`src/rtl/optsens_pkg.sv`:
```
// Shared register map, product ID and SPI transaction states for the optical sensor responder.
package optsens_pkg;

    localparam logic [6:0] ADDR_PRODUCT_ID  = 7'h00;
    localparam logic [6:0] ADDR_MOTION      = 7'h02;
    localparam logic [6:0] ADDR_DELTA_X     = 7'h03;
    localparam logic [6:0] ADDR_DELTA_Y     = 7'h04;
    localparam logic [6:0] ADDR_CONFIG      = 7'h0A;
    localparam logic [7:0] PRODUCT_ID_VALUE = 8'h17;

    typedef enum logic [1:0] {
        ST_IDLE,
        ST_ADDR,
        ST_DATA,
        ST_HOLD
    } spi_state_t;

    // Signed 8-bit add that clamps at +127 / -128 instead of wrapping.
    function automatic logic [7:0] sat_add8(input logic [7:0] acc, input logic [7:0] inc);
        logic signed [8:0] sum;
        sum = $signed({acc[7], acc}) + $signed({inc[7], inc});
        if (sum > 9'sd127) return 8'h7F;
        if (sum < -9'sd128) return 8'h80;
        return sum[7:0];
    endfunction

endpackage

```
`src/rtl/optsens_spi_shifter.sv`:
```
// SPI mode-3 front end: synchronisers, edge detection, receive bit counter and transmit shifter.
module optsens_spi_shifter (
    input  logic       clk,
    input  logic       rst_n,
    input  logic       sysclk,
    input  logic       select,
    input  logic       mosi,
    input  logic       clear,
    input  logic       tx_en,
    input  logic       tx_load,
    input  logic [7:0] tx_data,
    output logic       sel_high,
    output logic       sel_fall,
    output logic       byte_done,
    output logic [7:0] rx_byte,
    output logic       miso
);

    logic [1:0] sck_sync;
    logic [1:0] sel_sync;
    logic [1:0] mosi_sync;
    logic       sck_prev;
    logic       sel_prev;
    logic       sck_rise;
    logic       sck_fall;
    logic [2:0] bit_cnt;
    logic [6:0] rx_shift;
    logic [7:0] tx_shift;

    assign sck_rise  = sck_sync[1] & ~sck_prev;
    assign sck_fall  = ~sck_sync[1] & sck_prev;
    assign sel_high  = sel_sync[1];
    assign sel_fall  = ~sel_sync[1] & sel_prev;
    assign byte_done = sck_rise & ~clear & (bit_cnt == 3'd7);
    assign rx_byte   = {rx_shift, mosi_sync[1]};

    // Select resets to "asserted" so a select held low through reset never looks like a fresh falling edge.
    always_ff @(posedge clk) begin
        if (!rst_n) begin
            sck_sync  <= 2'b11;
            sck_prev  <= 1'b1;
            sel_sync  <= 2'b00;
            sel_prev  <= 1'b0;
            mosi_sync <= 2'b00;
        end else begin
            sck_sync  <= {sck_sync[0], sysclk};
            sck_prev  <= sck_sync[1];
            sel_sync  <= {sel_sync[0], select};
            sel_prev  <= sel_sync[1];
            mosi_sync <= {mosi_sync[0], mosi};
        end
    end

    always_ff @(posedge clk) begin
        if (!rst_n || clear) begin
            bit_cnt  <= 3'd0;
            rx_shift <= 7'd0;
        end else if (sck_rise) begin
            bit_cnt  <= bit_cnt + 3'd1;
            rx_shift <= {rx_shift[5:0], mosi_sync[1]};
        end
    end

    always_ff @(posedge clk) begin
        if (!rst_n) begin
            tx_shift <= 8'd0;
            miso     <= 1'b0;
        end else begin
            if (tx_load) begin
                tx_shift <= tx_data;
            end else if (tx_en && sck_fall) begin
                tx_shift <= {tx_shift[6:0], 1'b0};
            end
            if (!tx_en) begin
                miso <= 1'b0;
            end else if (sck_fall) begin
                miso <= tx_shift[7];
            end
        end
    end

endmodule

```
`src/rtl/optical_sensor_responder.sv`:
```
// Optical motion sensor SPI slave: register file, motion accumulators and transaction FSM.
// Define OPTSENS_BURST_EN to stream auto-incrementing read bytes while select stays low.
module optical_sensor_responder
    import optsens_pkg::*;
(
    input  logic       clk_clk,
    input  logic       reset_reset_n,
    input  logic       sysclk,
    input  logic       select,
    input  logic       mosi,
    output logic       miso,
    input  logic       npd,
    input  logic       sensorrst,
    input  logic [7:0] delta_x_in,
    input  logic [7:0] delta_y_in,
    input  logic       delta_valid,
    output logic [7:0] config_out
);

`ifdef OPTSENS_BURST_EN
    localparam bit BURST_EN = 1'b1;
`else
    localparam bit BURST_EN = 1'b0;
`endif

    logic       rst_n;
    spi_state_t state_q;
    spi_state_t state_d;
    logic [6:0] addr_q;
    logic [6:0] load_addr;
    logic       wr_q;
    logic       sel_high;
    logic       sel_fall;
    logic       byte_done;
    logic [7:0] rx_byte;
    logic [7:0] tx_data;
    logic       tx_load;
    logic       latch_addr;
    logic       cfg_write;
    logic       abort;
    logic       read_motion;
    logic [7:0] acc_x;
    logic [7:0] acc_y;
    logic [7:0] snap_x;
    logic [7:0] snap_y;
    logic       pending;
    logic [7:0] config_q;

    assign rst_n       = reset_reset_n & ~sensorrst;
    assign abort       = sel_high | ~npd;
    assign read_motion = tx_load & (load_addr == ADDR_MOTION);
    assign config_out  = config_q;

    optsens_spi_shifter u_shifter (
        .clk       (clk_clk),
        .rst_n     (rst_n),
        .sysclk    (sysclk),
        .select    (select),
        .mosi      (mosi),
        .clear     (state_q == ST_IDLE),
        .tx_en     ((state_q == ST_DATA) && !wr_q),
        .tx_load   (tx_load),
        .tx_data   (tx_data),
        .sel_high  (sel_high),
        .sel_fall  (sel_fall),
        .byte_done (byte_done),
        .rx_byte   (rx_byte),
        .miso      (miso)
    );

    always_comb begin
        state_d    = state_q;
        tx_load    = 1'b0;
        latch_addr = 1'b0;
        load_addr  = addr_q;
        cfg_write  = 1'b0;
        case (state_q)
            ST_IDLE: if (sel_fall) state_d = ST_ADDR;
            ST_ADDR: if (byte_done) begin
                state_d    = ST_DATA;
                latch_addr = 1'b1;
                load_addr  = rx_byte[6:0];
                tx_load    = ~rx_byte[7];
            end
            ST_DATA: if (byte_done) begin
                if (wr_q) begin
                    cfg_write = (addr_q == ADDR_CONFIG);
                    state_d   = ST_HOLD;
                end else if (BURST_EN) begin
                    latch_addr = 1'b1;
                    load_addr  = addr_q + 7'd1;
                    tx_load    = 1'b1;
                end else begin
                    state_d = ST_HOLD;
                end
            end
            ST_HOLD: state_d = ST_HOLD;
            default: state_d = ST_IDLE;
        endcase
        // Deselect or power-down wins over anything the current byte would have done.
        if (abort) begin
            state_d    = ST_IDLE;
            tx_load    = 1'b0;
            latch_addr = 1'b0;
            cfg_write  = 1'b0;
        end
    end

    always_comb begin
        case (load_addr)
            ADDR_PRODUCT_ID: tx_data = PRODUCT_ID_VALUE;
            ADDR_MOTION:     tx_data = {pending, 7'd0};
            ADDR_DELTA_X:    tx_data = snap_x;
            ADDR_DELTA_Y:    tx_data = snap_y;
            ADDR_CONFIG:     tx_data = config_q;
            default:         tx_data = 8'h00;
        endcase
    end

    always_ff @(posedge clk_clk) begin
        if (!rst_n) begin
            state_q <= ST_IDLE;
            addr_q  <= 7'd0;
            wr_q    <= 1'b0;
        end else begin
            state_q <= state_d;
            if (latch_addr) begin
                addr_q <= load_addr;
                if (state_q == ST_ADDR) wr_q <= rx_byte[7];
            end
        end
    end

    // A MOTION read snapshots and clears the accumulators; a coincident delta starts the new accumulation.
    always_ff @(posedge clk_clk) begin
        if (!rst_n) begin
            acc_x    <= 8'd0;
            acc_y    <= 8'd0;
            snap_x   <= 8'd0;
            snap_y   <= 8'd0;
            pending  <= 1'b0;
            config_q <= 8'd0;
        end else begin
            if (read_motion) begin
                snap_x  <= acc_x;
                snap_y  <= acc_y;
                acc_x   <= delta_valid ? delta_x_in : 8'd0;
                acc_y   <= delta_valid ? delta_y_in : 8'd0;
                pending <= delta_valid;
            end else if (delta_valid) begin
                acc_x   <= sat_add8(acc_x, delta_x_in);
                acc_y   <= sat_add8(acc_y, delta_y_in);
                pending <= 1'b1;
            end
            if (cfg_write) config_q <= rx_byte;
        end
    end

endmodule

```
`config.mk`:
```
export PLATFORM = sky130hd
export DESIGN_NAME = optical_sensor_responder
export DESIGN_NICKNAME = d
export VERILOG_FILES = /design/src/rtl/optsens_pkg.sv /design/src/rtl/optsens_spi_shifter.sv /design/src/rtl/optical_sensor_responder.sv
export SDC_FILE = /design/constraint.sdc
export NUM_CORES = 1
export LEC_CHECK = 0
export BUFFER_PORTS_ARGS = -buffer_cell sky130_fd_sc_hd__buf_2
export CAP_MARGIN = 10
export CORE_UTILIZATION = 23
export DETAILED_ROUTE_END_ITERATION = 7
export SLEW_MARGIN = 30
export SYNTH_ARGS = -nofsm -noshare
export SYNTH_HDL_FRONTEND = slang
export SYNTH_SLANG_ARGS = --single-unit
```
`constraint.sdc`:
```
create_clock -name clk_clk -period 8.9 [get_ports clk_clk]
set_clock_uncertainty 0.1 [all_clocks]
set_input_delay 2.67 -clock clk_clk [delete_from_list [all_inputs] [get_ports clk_clk]]
set_output_delay 2.67 -clock clk_clk [all_outputs]
set_load 0.005 [all_outputs]
```
==> results by stage, run 1 <==
Final layout:
- At the end of the flow the core is filled with cells to between 20% and 30%.
- The footprint of the multi-input gates is 0.00237 mm^2.
- The filler cells instantiated in the layout total 1,873.
- Compared with the post-synthesis result, the final layout area differs by 16.5%.
- After the last flow step, the layout net total stands at 554.
- Of the cells placed in the final design, the portion with a size suffix greater than 1 is between 10% and 20%.
- The number of antenna diodes in the final layout is 0.
- In the final layout, flip-flops and latches occupy ~0.0016 mm^2.
- In the layout the commonest cells are 92 x sky130_fd_sc_hd__nand2_1, 78 x sky130_fd_sc_hd__dfxtp_1, 44 x sky130_fd_sc_hd__a21oi_1, 35 x sky130_fd_sc_hd__nor2_1, 32 x sky130_fd_sc_hd__buf_2.
- The most common cell after layout, fill and taps aside is sky130_fd_sc_hd__nand2_1.
- With fillers left out, the area of the finished cells amounts to 0.00473 mm^2.

Timing:
- Hold is met by 0.317 ns.
- Summed over all failing endpoints, the final setup total negative slack is 0 ns.
- Measured against its own limit, the worst slew margin works out to 40.5%.
- Setup violations remaining at the end of the flow were counted as 0.
- The slew of the pin with the lowest slew margin is 0.888 ns.
- The final critical path time including I/O delays and setup is 5.00 ns.
- The final-report max-slew violation count is 0.
- The period utilization is between 50% and 60%.
- Setup repair after global routing left no endpoint under its margin.
- The final number of hold-violating endpoints was 0.
- The maximum operating frequency is 200 MHz.

Logic synthesis:
- The Yosys warning count is 0.
- The number of register bits inferred by synthesis is 78.
- Sorting the synthesized cells by area gives the leading types as sky130_fd_sc_hd__dfxtp_1 38%, sky130_fd_sc_hd__nand2_1 8.5%, sky130_fd_sc_hd__ha_1 5.5%.
- The fraction of post-synthesis cell area in the top cell type by area is 38.4%.
- Among all flip-flop cells after synthesis, the most frequent one is sky130_fd_sc_hd__dfxtp_1.
- Summing the sequential cell areas from Yosys gives between 30% and 40% of the chip area.
- Synthesis produced 487 cells.
- The count of distinct cell types in the synthesized netlist is 55.
- The dominant cell type by area after synthesis is sky130_fd_sc_hd__dfxtp_1.
- The number of flops mapped to enable cells by yosys is 0.
- In this run the mean area of a mapped cell was 8.34 um^2.
- The share of async-settable or async-resettable flops after synthesis is 0%.
- The cell area after synthesis is just over 0.004 mm^2.
- The net count after synthesis is roughly 530.

Critical path:
- For the worst setup path, the data required time is 9.00 ns.
- The endpoint arrival time on the critical path is a little over 5 ns.
- The most critical setup path has its startpoint at delta_x_in[0].
- The startpoint class of the critical path is an input port.
- The type of destination of the critical path is a flip-flop.
- The critical path class is in -> reg.
- The startpoint identified for the worst register-to-register timing path is acc_x[0].
- The count of cells along the worst register-to-register path is 8.
- In this run the worst path has a maximum fanout of 7.
- The flop-to-flop setup slack is 6.03 ns.
- In this run the critical register-to-register path is captured at acc_x[6].

Power:
- The highest ir drop seen on vdd is 0.0917 mV.
- In this run the power density over the cells is ~170 mW/mm^2.
- Summed over all cells, the static leakage comes to 1.74 nW.
- The completed layout was analyzed and its total power is 0.798 mW.

GRT:
- The first global-routing pass estimated 16,600 um of wire.
- Entering global routing, the biggest net connects 54 pins.
- The remaining global-route overflow is 0.
- The global router's overall resource usage is 11.4%.
- The number of global-route vias before repair is 3,333.
- The number of antenna violations at the first check in global routing is 0.

Route:
- The number of remaining DRC errors is 0.
- Once detail routing completed, the nets flagged for antenna violations numbered 0.
- The routed design uses 413 um of met3 wire.
- The routed via count divided by cell count is just under 5.
- The first-iteration detailed-routing DRC count is ~270.
- The number of iterations in the first detailed-routing pass is 5.
- In the final routing, the length of wire on met1 measures between 5000 and 6000 um.
- The highest routing layer actually used is met4.
- The routed design uses 4350 um of met2 wire.
- The total vias in the final route is 3,572.
- For this block, the routed nets add up to 9920 um of wire.
- The detailed-route wire length per cell is 13.4 um.

CTS:
- The cell sitting at the root of the clock tree is a sky130_fd_sc_hd__clkbuf_16.
- Once the clock tree was built, the setup fixing pass inserted 0 buffers.
- In this run, post-CTS hold repair placed 0 buffers.
- In this run the number of H-tree levels came out at 3.
- The register clock-pin slew on the reported worst setup and hold paths is 0.06 ns.
- The sink count of the clock tree is 78.
- Buffers inserted during clock tree synthesis total 9.
- The clock reaches the later pin of the worst-skew pair after 0.34 ns.
- The worst-case clock buffer depth is 2.
- TritonCTS built the clock tree.
- After clock tree synthesis, the repair step resized 0 gates.

Placed design:
- The standard cell area after detailed placement is 0.00442 mm^2.
- At the end of routability-driven placement, the weighted congestion stood at 0.831.
- Once detailed placement completed, the half-perimeter wirelength came to 7180 um.
- Buffers placed on the I/O ports in this run total 32.

Floorplanning:
- The core region is 0.0173 mm^2.
- The floorplan has 48 rows.
- From bottom edge to top edge, the die measures 135 um.
- The area of the die is 0.0182 mm^2.
- Pin placement for this block handled 33 I/O pins.
- The die is 135 um wide.
- The initial utilization of the core area, before any placement, comes to 23.5%.

Run status:
- The run finished with clean final reports.

Worst hold path:
- The count of cells along the worst hold path is 1.
- The worst min-delay path startpoint is u_shifter.sck_sync[0].
- The worst hold path belongs to the class reg -> reg.
- The endpoint of the worst hold-timing path is u_shifter.sck_sync[1].

Flow run:
- Across the run, the number of max-cap violations was 0.
## state kept, by name, indices dropped and copies added (netlist names)
register	flops
acc_x	8
acc_y	8
addr_q	7
config_out	8
pending	1
snap_x	8
snap_y	8
state_q	2
u_shifter.bit_cnt	3
u_shifter.miso	1
u_shifter.mosi_sync	2
u_shifter.rx_shift	7
u_shifter.sck_prev	1
u_shifter.sck_sync	2
u_shifter.sel_prev	1
u_shifter.sel_sync	2
u_shifter.tx_shift	8
wr_q	1
## cells by family after synthesis
group	share of synthesized area (%)
AO/OA/AOI/OAI	22.0
XOR/XNOR	1.94
adder cells (fa/ha/maj)	6.53
buffers and inverters	3.14
flip-flops	38.4
multiplexers	5.11
AND/OR/NAND/NOR	22.9
## power by group
| group | switching, mW | internal [mW] | leakage, nW |
|---|---|---|---|
| combinational | 0.0399 | 0.0294 | 0.965 |
| sequential | 0.00445 | 0.354 | 0.631 |
| clock | 0.144 | 0.226 | 0.145 |
## synth_stat cells, types with 2 or more instances
master	n
sky130_fd_sc_hd__a211o_1	2
sky130_fd_sc_hd__xor2_1	2
sky130_fd_sc_hd__buf_2	3
sky130_fd_sc_hd__a31oi_1	7
sky130_fd_sc_hd__buf_1	2
sky130_fd_sc_hd__clkbuf_1	16
sky130_fd_sc_hd__dfxtp_1	78
sky130_fd_sc_hd__and3_1	2
sky130_fd_sc_hd__nand2_1	92
sky130_fd_sc_hd__fa_1	2
sky130_fd_sc_hd__nor3b_1	3
sky130_fd_sc_hd__nor3_1	7
sky130_fd_sc_hd__nand4_1	2
sky130_fd_sc_hd__o31ai_1	2
sky130_fd_sc_hd__a21o_1	8
sky130_fd_sc_hd__or2_2	2
sky130_fd_sc_hd__mux2i_1	18
sky130_fd_sc_hd__o211ai_1	6
sky130_fd_sc_hd__o22ai_1	2
sky130_fd_sc_hd__inv_1	6
sky130_fd_sc_hd__ha_1	18
sky130_fd_sc_hd__a221oi_1	13
sky130_fd_sc_hd__nor2b_1	8
sky130_fd_sc_hd__and2_1	9
sky130_fd_sc_hd__a22oi_1	7
sky130_fd_sc_hd__nand4b_1	2
sky130_fd_sc_hd__or3_1	4
sky130_fd_sc_hd__nor4_1	2
sky130_fd_sc_hd__nand3b_1	3
sky130_fd_sc_hd__o21bai_1	3
sky130_fd_sc_hd__a21oi_1	44
sky130_fd_sc_hd__nand2b_1	5
sky130_fd_sc_hd__a222oi_1	4
sky130_fd_sc_hd__xnor2_1	7
sky130_fd_sc_hd__buf_6	2
sky130_fd_sc_hd__o21ai_0	22
sky130_fd_sc_hd__nor2_1	35
sky130_fd_sc_hd__mux2i_2	2
sky130_fd_sc_hd__a211oi_1	5
sky130_fd_sc_hd__nand3_1	12
sky130_fd_sc_hd__a311oi_1	4
## per-layer routing
| layer | global-route usage [%] | vias to the layer above |
|---|---|---|
| li1 | - | 1814 |
| met1 | 15.6 | 1666 |
| met2 | 17.3 | 84 |
| met3 | 2.89 | 8 |
| met4 | 4.00 | 0 |
| met5 | 0 | - |
## worst max-delay path: stages
cell,delay [ns]
sky130_fd_sc_hd__buf_2,0.11
sky130_fd_sc_hd__ha_1,0.24
sky130_fd_sc_hd__fa_1,0.43
sky130_fd_sc_hd__a211oi_1,0.23
sky130_fd_sc_hd__o21ai_0,0.19
sky130_fd_sc_hd__a2111oi_0,0.53
sky130_fd_sc_hd__mux2i_1,0.32
sky130_fd_sc_hd__a211oi_1,0.30
sky130_fd_sc_hd__o22ai_1,0.09
## per-stage QoR
stage,worst slack (ns),instances
CTS,3.93,740
global placement,3.56,724
floorplan,3.98,487
detailed placement,3.61,724
global route,3.78,740
finish,3.90,740
## worst max-delay path by stage
stage                          end  slack [ns]  cells after the start
after floorplan           acc_x[6]        3.98                      8
after global placement    acc_x[6]        3.56                      9
after detailed placement  acc_x[6]        3.61                      9
after CTS                 acc_x[6]        3.93                      9
after global routing      acc_x[6]        3.78                      9
final                     acc_x[6]        3.90                      9
## cell type report
type / count / area share, %
clock buffer: 10 / 5.05
clock inverter: 6 / 1.43
inverter: 6 / 0.476
multi-input combinational: 380 / 50.2
sequential: 78 / 33.0
tap: 225 / 5.95
timing repair buffer: 35 / 3.86
Power figures use the tool's default switching activity.
==> inputs of run 2 (changes only) <==
==> constraint.sdc (replaced) <==
create_clock -name clk_clk -period 4.85 [get_ports clk_clk]
set_clock_uncertainty 0.1 [all_clocks]
set_input_delay 1.455 -clock clk_clk [delete_from_list [all_inputs] [get_ports clk_clk]]
set_output_delay 1.455 -clock clk_clk [all_outputs]
set_load 0.005 [all_outputs]
==> run 2 against run 1 <==
Against the previous run:
- critical path depth unchanged
- via count up 0.36%
- worst hold slack better by 0.0070 ns
- highest routed layer unchanged
- first-iteration DRC count down 11%
- utilization up 0.087 points
==> results by stage, run 2 (synthesized netlist as in run 1, its figures left out) <==
Run status:
- The flow ran to the end, and the final reports show no timing, DRC or antenna violations.

Power:
- Per report_power, the sequential group accounts for 43.9% of the total.
- The analysis attributes to cell leakage a power of 1.75 nW.
- The internal power of the cells totals 1.16 mW.
- In this run, the combinational gates consume 8.5% of the power.
- The clock network is responsible for 47.6% of the overall power.
- For this design the ratio of total power to cell area is 316 mW/mm^2.
- The highest ir drop seen on vdd is between 0.15 and 0.2 mV.
- Of the total power, the share spent switching nets is 22.7%.
- The analysis attributes to net switching a power of 0.340 mW.

CTS:
- Once the clock tree was built, the setup fixing pass inserted 0 buffers.
- The post-cts hold buffer count is 0.
- The worst-case clock buffer depth is 2.
- The H-tree depth is 3.
- CTS placed an instance of sky130_fd_sc_hd__clkbuf_16 at the clock tree root.
- The later-pin clock latency in the skew report is 0.34 ns.
- The quantity of gates resized following cts is 0.
- The number of clock buffers inserted by TritonCTS is 9.
- TritonCTS built the clock tree.
- Clock tree synthesis found a total of 78 sinks.
- After clock tree synthesis, the clock-pin slew on the worst setup and hold paths is 0.06 ns.

Critical path:
- The flop-to-flop setup slack is 1.96 ns.
- Traced cell by cell, the critical path runs through buf_2, ha_1, fa_1, a211oi_1, o21ai_0, a2111oi_0, mux2i_1, a211oi_1, o22ai_1.
- The gate family responsible for the most delay along the worst path is compound AO/OA/AOI/OAI gates.
- The worst reg2reg path endpoint is acc_x[6].
- On the worst path, the slowest cell contributes a delay of 0.53 ns.
- The endpoint arrival time on the critical path is around 3.9 ns.
- The count of cells along the worst register-to-register path is 8.
- The count of buffer and inverter cells on the critical path is 1.
- Of all nets on the critical path, the largest fanout is 7.
- The worst setup path is captured at a flip-flop.
- The startpoint identified for the worst register-to-register timing path is acc_x[0].
- The critical path is of the in -> reg type.
- The required time of the worst setup path is 4.96 ns.
- The cell type of the slowest stage on the worst timing path is sky130_fd_sc_hd__a2111oi_0.
- The startpoint class of the critical path is an input port.
- Among the stages of the critical path, the cell type that occurs most often is sky130_fd_sc_hd__a211oi_1.

GRT:
- The number of global-route vias before repair is 3,309.
- Entering global routing, the biggest net connects 53 pins.
- The first-pass GRT wire length is 17,000 um.
- The global router's overall resource usage is 11.7%.
- The remaining global-route overflow is 0.
- The number of antenna violations at the first check in global routing is 0.

Placed design:
- The number of input and output port buffers inserted is 32.
- Once placement finished, the instance area stood at 0.00442 mm^2.
- The placer congestion estimate is 0.841.
- The estimated wirelength of the detail-placed design is 7280 um.

Worst hold path:
- The startpoint identified for the worst hold timing path is u_shifter.mosi_sync[0].
- The path with the worst hold slack has its endpoint at u_shifter.mosi_sync[1].
- Along the worst hold path, the cell count comes to 1.
- The tightest min-delay check is of the reg -> reg type.

Route:
- The number of remaining DRC errors is 0.
- For this block, the routed nets add up to 10,100 um of wire.
- The number of iterations in the first detailed-routing pass is 5.
- The routed via count divided by cell count is between 4 and 5.
- Across all layers, the routed design uses 3,585 vias.
- The detailed-route wire length per cell is 13.6 um.
- In this run, the number of DRC markers left after iteration 0 of detailed routing was 236.
- The count of nets left with antenna violations once routing finished came out at 0.

Floorplanning:
- The die width is 135 um.
- The floorplan step defined a die boundary enclosing 0.0182 mm^2.
- Once the floorplan was initialized, standard cells occupied 23.5% of the core.
- The count of standard-cell rows is 48.
- After floorplanning, the core was sized to cover between 0.015 and 0.02 mm^2.
- The count of boundary I/O pins is 33.
- The die extent in y is around 130 um.

Timing:
- The worst slew margin relative to its limit is 37.3%.
- The maximum operating frequency is 263 MHz.
- Setup violations remaining at the end of the flow were counted as 0.
- The final number of hold-violating endpoints came to 0.
- The final critical path time including I/O delays and setup is between 3 and 4 ns.
- The final-report max-slew violation count was 0.
- Dividing the final minimum period by the clock period gives between 70% and 80%.
- Summed over all failing endpoints, the final setup total negative slack is 0 ns.
- Setup repair after global routing left no endpoint under its margin.
- The slew of the pin with the lowest slew margin is 0.939 ns.

Final layout:
- From synthesis to final layout, the design area changed by 16.8%.
- The fraction of layout cells with a size suffix above 1 is a little under an eighth.
- In the final layout, flip-flops and latches occupy 0.00156 mm^2.
- The total of fill cells in the finished design is 1,902.
- The layout net count is ~550.
- The footprint of the multi-input gates is roughly 0.0024 mm^2.
- The count of antenna diodes in the layout is 0.
- The post-route standard cell area excluding fillers is 0.00474 mm^2.
- The library cells used most frequently in the layout, excluding fill and tap cells, are 92 x sky130_fd_sc_hd__nand2_1, 78 x sky130_fd_sc_hd__dfxtp_1, 44 x sky130_fd_sc_hd__a21oi_1, 35 x sky130_fd_sc_hd__nor2_1, 32 x sky130_fd_sc_hd__buf_2.
- The most common cell after layout, fill and taps aside is sky130_fd_sc_hd__nand2_1.

Flow run:
- Across the run, the number of max-cap violations was 0.
==> run 2: cell type report <==
| class | count | area share [%] |
|---|---|---|
| clock inverter | 2 | 0.791 |
| inverter | 6 | 0.475 |
| timing repair buffer | 35 | 3.85 |
| clock buffer | 14 | 5.99 |
| multi-input combinational | 380 | 50.1 |
| sequential | 78 | 32.9 |
| tap | 225 | 5.93 |
==> run 2: worst max-delay path by stage <==
stage | from | end | slack, ns | cells past startpoint
2_1_floorplan | delta_x_in[0] | acc_x[6] | 1.14 | 8
3_3_place_gp | delta_x_in[0] | acc_x[6] | 0.72 | 9
3_5_place_dp | delta_x_in[0] | acc_x[6] | 0.76 | 9
4_1_cts | delta_x_in[0] | acc_x[6] | 1.11 | 9
5_1_grt | delta_x_in[0] | acc_x[6] | 0.92 | 9
6_report | delta_x_in[0] | acc_x[6] | 1.05 | 9
==> run 2: power by group through the flow <==
stage                     combinational (mW)  clock [mW]  sequential, mW
after floorplan                       0.0936           0           0.669
after global placement                 0.127           0           0.672
after detailed placement               0.127           0           0.672
after CTS                              0.128       0.729           0.658
after global routing                   0.144       0.749           0.659
final                                  0.128       0.713           0.658
==> run 2: layer usage <==
metal	global-route usage, %	vias up	part of all wire (%)
li1	-	1816	-
met1	16.2	1682	50
met2	17.4	70	43
met3	1.58	17	3.8
met4	6.74	0	2.9
met5	0	-	0
==> run 2: worst register-to-register path: stages (launching register included) <==
cell and delay, ns:
sky130_fd_sc_hd__dfxtp_1 0.33, sky130_fd_sc_hd__ha_1 0.24, sky130_fd_sc_hd__fa_1 0.43, sky130_fd_sc_hd__a211oi_1 0.23, sky130_fd_sc_hd__o21ai_0 0.18, sky130_fd_sc_hd__a2111oi_0 0.53, sky130_fd_sc_hd__mux2i_1 0.34, sky130_fd_sc_hd__a211oi_1 0.31
sky130_fd_sc_hd__o22ai_1 0.09
==> run 2: stage by stage <==
step | setup WS (ns) | instances | utilization [%] | total power, mW | hold WS [ns]
floorplan | 1.14 | 487 | - | 0.762 | 0.286
global placement | 0.721 | 724 | 25.6 | 0.799 | 0.292
detailed placement | 0.759 | 724 | 25.6 | 0.799 | 0.303
CTS | 1.11 | 740 | 27.4 | 1.51 | 0.328
global route | 0.916 | 740 | 27.4 | 1.55 | 0.349
finish | 1.05 | 740 | 27.4 | 1.50 | 0.324
